===== config.mk =====
export PLATFORM = sky130hd
export DESIGN_NAME = ws2812_led_driver
export DESIGN_NICKNAME = d
export VERILOG_FILES = /design/src/rtl/ws2812_led_driver.sv
export SDC_FILE = /design/constraint.sdc
export NUM_CORES = 2
export LEC_CHECK = 0
export BUFFER_PORTS_ARGS = -buffer_cell sky130_fd_sc_hd__buf_2
export CAP_MARGIN = 20
export CELL_PAD_IN_SITES_DETAIL_PLACEMENT = 1
export CELL_PAD_IN_SITES_GLOBAL_PLACEMENT = 2
export CORE_MARGIN = 2
export CORE_UTILIZATION = 49
export CTS_CLUSTER_SIZE = 14
export DETAILED_ROUTE_END_ITERATION = 16
export GPL_TIMING_DRIVEN = 0
export PLACE_DENSITY_LB_ADDON = 0.25
export REMOVE_ABC_BUFFERS = 1
export SYNTH_ARGS = -nofsm -noshare
export SYNTH_HDL_FRONTEND = slang
export SYNTH_SLANG_ARGS = --single-unit

===== constraint.sdc =====
create_clock -name clk -period 3.9 [get_ports clk]
set_input_delay 0.195 -clock clk [delete_from_list [all_inputs] [get_ports clk]]
set_output_delay 0.195 -clock clk [all_outputs]
set_load 0.01 [all_outputs]

===== src/rtl/ws2812_led_driver.sv =====
// Wishbone-mapped WS2812 strip driver: a pixel buffer serialised MSB-first (GRB) onto one data line,
// followed by a low latch gap, with a sticky DONE flag and a level interrupt.
module ws2812_led_driver #(
  parameter int unsigned MAX_LEDS = 64,
  parameter int unsigned T0H      = 16,
  parameter int unsigned T1H      = 32,
  parameter int unsigned TBIT     = 50,
  parameter int unsigned TRST     = 2400
) (
  input  logic        clk,
  input  logic        rst_n,
  input  logic        wbs_cyc_i,
  input  logic        wbs_stb_i,
  input  logic        wbs_we_i,
  input  logic [31:0] wbs_adr_i,
  input  logic [3:0]  wbs_sel_i,
  input  logic [31:0] wbs_dat_i,
  output logic [31:0] wbs_dat_o,
  output logic        wbs_ack_o,
  output logic        led_o,
  output logic        irq
);

  localparam int unsigned IdxW   = (MAX_LEDS > 1) ? $clog2(MAX_LEDS) : 1;
  localparam int unsigned CntMax = (TRST > TBIT) ? TRST : TBIT;
  localparam int unsigned CntW   = $clog2(CntMax + 1);

  localparam logic [CntW-1:0] T0hC     = CntW'(T0H);
  localparam logic [CntW-1:0] T1hC     = CntW'(T1H);
  localparam logic [CntW-1:0] TbitLast = CntW'(TBIT - 1);
  localparam logic [CntW-1:0] TrstLast = CntW'(TRST - 1);
  localparam logic [7:0]      MaxLeds  = 8'(MAX_LEDS);
  localparam logic [IdxW-1:0] IdxZero  = '0;

  typedef enum logic [1:0] {StIdle, StBit, StLatch} state_e;

  state_e          state_q, state_d;
  logic [CntW-1:0] cnt_q, cnt_d;
  logic [4:0]      bit_q, bit_d;
  logic [7:0]      pix_q, pix_d;
  logic [23:0]     shift_q, shift_d;
  logic            led_q, led_d;
  logic            ack_q, ack_d;
  logic [31:0]     dat_q, dat_d;
  logic            irq_en_q, irq_en_d;
  logic            done_q, done_d;
  logic [7:0]      num_q, num_d;

  logic [23:0] mem [MAX_LEDS];

  logic            req, wr, is_pix, busy, start, done_set, w1c;
  logic [5:0]      reg_off;
  logic [6:0]      adr_idx;
  logic [IdxW-1:0] buf_idx;
  logic [7:0]      pix_nxt, num_last;
  logic [CntW-1:0] thigh;
  logic            unused_ok;

  assign req     = wbs_cyc_i & wbs_stb_i & ~ack_q;
  assign wr      = req & wbs_we_i;
  assign is_pix  = wbs_adr_i[8];
  assign reg_off = wbs_adr_i[7:2];
  assign adr_idx = {1'b0, wbs_adr_i[7:2]};
  assign buf_idx = adr_idx[IdxW-1:0];
  assign busy    = (state_q != StIdle);
  assign pix_nxt = pix_q + 8'd1;
  assign num_last = num_q - 8'd1;
  assign thigh   = shift_q[23] ? T1hC : T0hC;

  assign start = wr & ~is_pix & (reg_off == 6'd0) & wbs_sel_i[0] & wbs_dat_i[0] & ~busy &
                 (num_q != 8'd0);
  assign w1c   = wr & ~is_pix & (reg_off == 6'd1) & wbs_dat_i[1];

  assign unused_ok = ^{wbs_adr_i[31:9], wbs_adr_i[1:0], wbs_dat_i[31:24]};

  // Pixel buffer deliberately has no reset.
  always_ff @(posedge clk) begin
    if (wr && is_pix) begin
      if (wbs_sel_i[0]) mem[buf_idx][7:0]   <= wbs_dat_i[7:0];
      if (wbs_sel_i[1]) mem[buf_idx][15:8]  <= wbs_dat_i[15:8];
      if (wbs_sel_i[2]) mem[buf_idx][23:16] <= wbs_dat_i[23:16];
    end
  end

  always_comb begin
    state_d  = state_q;
    cnt_d    = cnt_q;
    bit_d    = bit_q;
    pix_d    = pix_q;
    shift_d  = shift_q;
    done_set = 1'b0;
    unique case (state_q)
      StIdle: begin
        if (start) begin
          state_d = StBit;
          cnt_d   = '0;
          bit_d   = '0;
          pix_d   = '0;
          shift_d = mem[IdxZero];
        end
      end
      StBit: begin
        if (cnt_q == TbitLast) begin
          cnt_d = '0;
          if (bit_q == 5'd23) begin
            bit_d = '0;
            if (pix_q == num_last) begin
              state_d = StLatch;
            end else begin
              // Next pixel is fetched at load time so late buffer writes are honoured.
              pix_d   = pix_nxt;
              shift_d = mem[pix_nxt[IdxW-1:0]];
            end
          end else begin
            bit_d   = bit_q + 5'd1;
            shift_d = {shift_q[22:0], 1'b0};
          end
        end else begin
          cnt_d = cnt_q + 1'b1;
        end
      end
      StLatch: begin
        if (cnt_q == TrstLast) begin
          state_d  = StIdle;
          cnt_d    = '0;
          done_set = 1'b1;
        end else begin
          cnt_d = cnt_q + 1'b1;
        end
      end
      default: state_d = StIdle;
    endcase
  end

  always_comb begin
    led_d    = (state_q == StBit) && (cnt_q < thigh);
    ack_d    = req;
    irq_en_d = irq_en_q;
    num_d    = num_q;
    done_d   = done_set | (done_q & ~w1c);
    dat_d    = '0;
    if (wr && !is_pix && wbs_sel_i[0]) begin
      if (reg_off == 6'd0) irq_en_d = wbs_dat_i[1];
      if (reg_off == 6'd2 && !busy) begin
        num_d = (wbs_dat_i[7:0] > MaxLeds) ? MaxLeds : wbs_dat_i[7:0];
      end
    end
    if (req && !wbs_we_i) begin
      if (is_pix) begin
        dat_d = {8'h00, mem[buf_idx]};
      end else begin
        unique case (reg_off)
          6'd0:    dat_d = {30'd0, irq_en_q, 1'b0};
          6'd1:    dat_d = {30'd0, done_q, busy};
          6'd2:    dat_d = {24'd0, num_q};
          default: dat_d = '0;
        endcase
      end
    end
  end

  always_ff @(posedge clk or negedge rst_n) begin
    if (!rst_n) begin
      state_q  <= StIdle;
      cnt_q    <= '0;
      bit_q    <= '0;
      pix_q    <= '0;
      shift_q  <= '0;
      led_q    <= 1'b0;
      ack_q    <= 1'b0;
      dat_q    <= '0;
      irq_en_q <= 1'b0;
      done_q   <= 1'b0;
      num_q    <= '0;
    end else begin
      state_q  <= state_d;
      cnt_q    <= cnt_d;
      bit_q    <= bit_d;
      pix_q    <= pix_d;
      shift_q  <= shift_d;
      led_q    <= led_d;
      ack_q    <= ack_d;
      dat_q    <= dat_d;
      irq_en_q <= irq_en_d;
      done_q   <= done_d;
      num_q    <= num_d;
    end
  end

  assign wbs_ack_o = ack_q;
  assign wbs_dat_o = dat_q;
  assign led_o     = led_q;
  assign irq       = done_q & irq_en_q;

endmodule


After elaboration in Yosys (flattened, before gate mapping)
Memories as Yosys holds them, arrays and structs flattened.
Cells that the tools add are included.
{"block": "classes", "bitwise_logic": 18, "n_reduce_logical": 22, "order_cmp": 2, "addsub": 4, "eq_ne": 15, "n_mux": 40}
{"cell": "$mux W24", "n": 6}
{"cell": "$pmux W24 S2", "n": 1}
{"cell": "$mux W8", "n": 5}
{"cell": "$mux W12", "n": 3}
{"cell": "$pmux W12 S3", "n": 1}
{"cell": "$pmux W8 S3", "n": 1}
{"cell": "$pmux W8 S2", "n": 1}
{"cell": "$mux W5", "n": 3}
{"cell": "$and A1 B1 Y1", "n": 13}
{"cell": "$add A12 B1 Y12 const B", "n": 1}
{"cell": "$eq A12 B12 Y1 const B", "n": 1}
{"cell": "$eq A12 B6 Y1 const B", "n": 1}
{"cell": "$lt A12 B6 Y1", "n": 1}
{"cell": "$ne A2 B2 Y1 const B", "n": 6}
{"cell": "$mux W1", "n": 11}
{"cell": "$mux W2", "n": 5}
{"cell": "$pmux W5 S2", "n": 1}
{"cell": "$reduce_and A5 Y1", "n": 2}
{"cell": "$add A8 B1 Y8 const B", "n": 1}
{"cell": "$eq A8 B8 Y1", "n": 1}
{"cell": "$gt A8 B7 Y1 const B", "n": 1}
{"cell": "$reduce_bool A8 Y1", "n": 1}
{"cell": "$sub A8 B1 Y8 const B", "n": 1}
{"cell": "$eq A6 B1 Y1 const B", "n": 1}
{"cell": "19 further kinds", "n": 32}
{"block": "word_totals", "ramBits": 1536, "n_memories": 1, "output_inout_bits": 35, "wordCells": 113, "ff_bits": 95, "input_bits": 73}
{"name": "mem", "words": 64, "word_bits": 24, "read_ports": 3, "rd_ports_with_merged_regs": 0, "wr": 1, "line": "49", "text": "logic [23:0] mem [MAX_LEDS];"}

Logic depth before layout (Yosys ltp)
{"block": "depth", "depth_word": 11, "depth_mapped": 12, "ltp_nobuf": 9}

Worst setup path after synthesis
OpenSTA, ideal clock, no wires.
{"block": "synth_timing", "kind": "register to register", "from": "register pix_q[1]", "to": "register shift_q[4]", "synth_period_minus_slack_ns": 2.809, "arrival_ns": 2.685, "slack_ns": 1.091, "setup_time_ns": 0.124, "stages_incl_launch_ff": 12, "cell_sequence": "dfrtp_1 > ha_1 > clkbuf_1 > buf_2 > clkbuf_1 > clkbuf_1 > mux2i_1 > a22oi_1 > and3_1 > o21ai_0 > o211ai_1 > o31a_1"}
{"block": "synth_between", "elab_chain_len": 6}
{"element": "start, declared", "line": "40", "text": "logic [7:0] pix_q, pix_d;"}
{"element": "start signal, assigned", "line": "179", "text": "pix_q <= pix_d;"}
{"element": "$add A8 B1 Y8", "line": "66", "text": "assign pix_nxt = pix_q + 8'd1;"}
{"element": "$mem_v2 Z64 W24"}
{"element": "$mux W24", "line": "107", "text": "if (pix_q == num_last) begin"}
{"element": "$mux W24", "line": "105", "text": "if (bit_q == 5'd23) begin"}
{"element": "$mux W24", "line": "103", "text": "if (cnt_q == TbitLast) begin"}
{"element": "$pmux W24 S2", "line": "92", "text": "unique case (state_q)"}
{"element": "end signal, assigned", "line": "180", "text": "shift_q <= shift_d;"}
{"element": "end, declared", "line": "41", "text": "logic [23:0] shift_q, shift_d;"}
Parallel ways exist; a longest one is shown, timed or not. The select of a mux whose other input is x is not followed.
A chain may end at the register's enable or synchronous reset.

Final worst setup path
{"block": "layout_timing", "from": "register pix_q[0]", "to": "register shift_q[11]"}
The elaborated chain is that of the path after synthesis.

==> results.yml <==
run_status:
  outcome: "completed"
sta:
  holdWs_ns: 0.02256
  tightest_slew_ns: 1.195
  fin_crit_sh: 0.9958
  fmax_mhz: 257.5
  finalClockSkew_ns: 0.04068
  hold_viol: 0
  setup_viol: 0
  finalCriticalPeriod_ns: 3.884
  slew_violations: 0
  relSlewSlack: 0.2002
  rsz0062_at_grt: "yes"
global_route:
  grt_pass1_vias: 48300
  grt_overflow: 0
  antenna_found_initial: 11
  grt_pass1_wl_um: 361700
  grt_max_degree: 98
  track_usage: 0.3140
hold_path:
  hold_class: "in2reg"
  min-delay-start: "wbs_dat_i[3]"
layout:
  nets: 4823
  synthToLayoutAreaGrowth_pct: 14.43
  layout.cells.non_filler: 6943
  layout-drive-gt1-share: 0.2195
floorplan:
  rows: 145
  chipWidth_um: 401.0
  core_um2: 156400
  dieHeight_um: 401.0
  io_pins: 108
  initial_core_util: 0.4937
  dieArea_um2: 160800
logic_synthesis:
  yosys-top-cells-area: "edfxtp_1, mux4_2, mux2i_1, a22oi_1, dfrtp_1"
  yosysSeqAreaShare: 0.6256
  synthesis.area_um2: 77210
  ys_ff_latch: 1623
  yosysWarnings: 0
  synthTopCellsByCount: "edfxtp_1, mux2i_1, mux4_2, a22oi_1, clkbuf_1"
  async_flop_share: 0.05360
  synth_top_area_frac: 0.5974
  synth_area_per_cell_um2: 16.74
  synth_cells: 4612
  netlist-cell-type-count: 64
  synthFlopType: "edfxtp_1"
  synth_top_area_cell: "edfxtp_1"
  synth_most_common_cell: "edfxtp_1"
  synth_edf_count: 1536
power_and_ir_drop:
  finalPower_mw: 37.14
  ir_drop_mv: 0.4344
  p_leak_nw: 27.27
  power.density_nw_per_um2: 420.3
route:
  wl_per_cell_um: 36.76
  drc: 0
  wl_um: 255200
  firstDrtPassIters: 6
  drtAntennaViolNets: 0
  vias_per_cell: 6.819
  initialDrtViolationCount: 5397
  dr_total_vias: 47350
placement:
  post-dp-hpwl_um: 163200
  dpl.cell_count: 6525
  io_buffers: 65
  gp_congestion: 0.8406
clocking:
  cts_buffer_depth: 3
  cts_sinks: 1623
  cts_max_level: 4
  cts-root-buf: "clkbuf_16"
  cts_tree: "yes"
  insertion_delay_ns: 0.82
  clk_pin_slew_ns: 0.06
  cts_buffers: 173
worst_setup_path:
  cp-start-kind: "register"
  crit_top_cell: "buf_16"
  cp-end-kind: "register"
  crit_required_ns: 4.59
  crit_arrival_ns: 4.57
  cp_max_fo: 26
  r2r_start: "pix_q[0]$_DFFE_PN0P_"
  crit_slowest_cell: "dfrtp_4"
  crit_type: "reg2reg"
  crit_chain: "ha_4 > buf_6 > buf_16 > buf_16 > buf_16 > mux2i_1 > a22oi_1 > and3_1 > a31oi_1 > o211ai_1 > o31a_1"
  startpoint: "pix_q[0]$_DFFE_PN0P_"
  slowest_delay_ns: 0.60
job:
  cap_violations: 0
-- what timing repair did --
item,CTS,global route
hold endpoints to repair,171,575
buffers inserted,10,1
endpoints found under the setup margin,21,12
gates cloned,9,4
hold buffers,16,17
pin swaps,4,0
resized for setup,19,6
-- metrics by stage --
step                      setup slack, ns  setup TNS [ns]    util  cell area, um^2
after floorplan                    -21.56         -536.92       -            75550
after global placement             -32.41               -  0.5017            78450
after detailed placement          -0.9276          -90.33  0.5201            81340
after CTS                        -0.07569        -0.07569  0.5593            87470
after global routing             -0.02110        -0.02110  0.5650            88350
final                             0.01636               0  0.5650            88360
-- cell families (layout without fill, tap and decap cells) --
logic type / count (synthesis) / count (layout) / synth area share
flops: 1623 / 1623 / 0.6256
mux: 1288 / 1288 / 0.2471
simple gates: 669 / 671 / 0.04304
compound gates: 612 / 612 / 0.05806
buf+inv: 391 / 653 / 0.02252
xor+xnor: 17 / 17 / 0.001928
fa+ha+maj: 11 / 11 / 0.001782
other cells: 1 / 10 / 0.00004857
-- worst max-delay path, delay by kind of cell (launching register included) --
kind	cells	cell delay, ns
muxes	1	0.22
AOI/OAI and AO/OA	4	1.06
buffers and inverters	4	1.10
and+or+nand+nor	1	0.25
adders and majority gates	1	0.38
DFF	1	0.60
-- registers in the layout, summed over array words and instances, names as in the netlist --
| signal | count |
|---|---|
| pix_q | 8 |
| wbs_ack_o | 1 |
| led_o | 1 |
| bit_q | 5 |
| num_q | 8 |
| done_q | 1 |
| mem | 1536 |
| state_q | 2 |
| wbs_dat_o | 24 |
| irq_en_q | 1 |
| shift_q | 24 |
| cnt_q | 12 |
-- cell type report --
class                      instances  area, um^2
fill                           13930       68030
sequential                      1623       48310
multi-input combinational       2607       27420
clock buffer                     226        4702
timing repair buffer             320        4436
tap                             2058        2575
clock inverter                    93       864.6
inverter                          14       52.55
antenna                            2       5.005
-- cells in the final DEF, fill, tap and decap left out, types with 33 or more instances in the layout --
cell / Yosys / final
edfxtp_1: 1536 / 1536
mux2i_1: 791 / 791
mux4_2: 494 / 494
a22oi_1: 381 / 381
nor2_1: 214 / 210
clkbuf_16: 0 / 180
nand2_1: 128 / 124
and3_1: 123 / 123
dfrtp_1: 87 / 86
nand3_1: 67 / 67
buf_6: 13 / 60
buf_2: 79 / 58
buf_4: 19 / 52
o21ai_0: 57 / 49
buf_16: 0 / 48
buf_12: 0 / 46
nor2b_1: 41 / 40
clkbuf_1: 232 / 39
clkinv_1: 0 / 34
dlygate4sd3_1: 0 / 33
-- where the power goes --
group | total, mW | internal [mW] | switching, mW
logic | 1.71 | 0.699 | 1.01
registers | 19.1 | 19.1 | 0.00460
clock network | 16.4 | 9.36 | 6.99
total | 37.1 | 29.1 | 8.01
-- worst paths after layout --
check	slack, ns	cells past startpoint	endpoint
min in group asynchronous	0.52	3	led_o$_DFF_PN0_
max in group asynchronous	2.15	4	cnt_q[6]$_DFFE_PN0P_
worst min register to register	0.50	1	cnt_q[2]$_DFFE_PN0P_
worst max-delay path	0.02	11	shift_q[11]$_DFFE_PN0P_
worst min-delay path	0.02	1	mem[3][3]$_DFFE_PP_
worst max register to register	0.02	11	shift_q[11]$_DFFE_PN0P_
-- routing by layer --
layer / track usage / vias up / part of all wire
met5: 0 / - / 0.00013
met4: 0.1250 / 6 / 0.042
met3: 0.06923 / 466 / 0.092
met2: 0.4901 / 2416 / 0.47
met1: 0.4312 / 25200 / 0.40
li1: - / 19260 / -
Note: power is estimated with default switching activity, not from simulation.
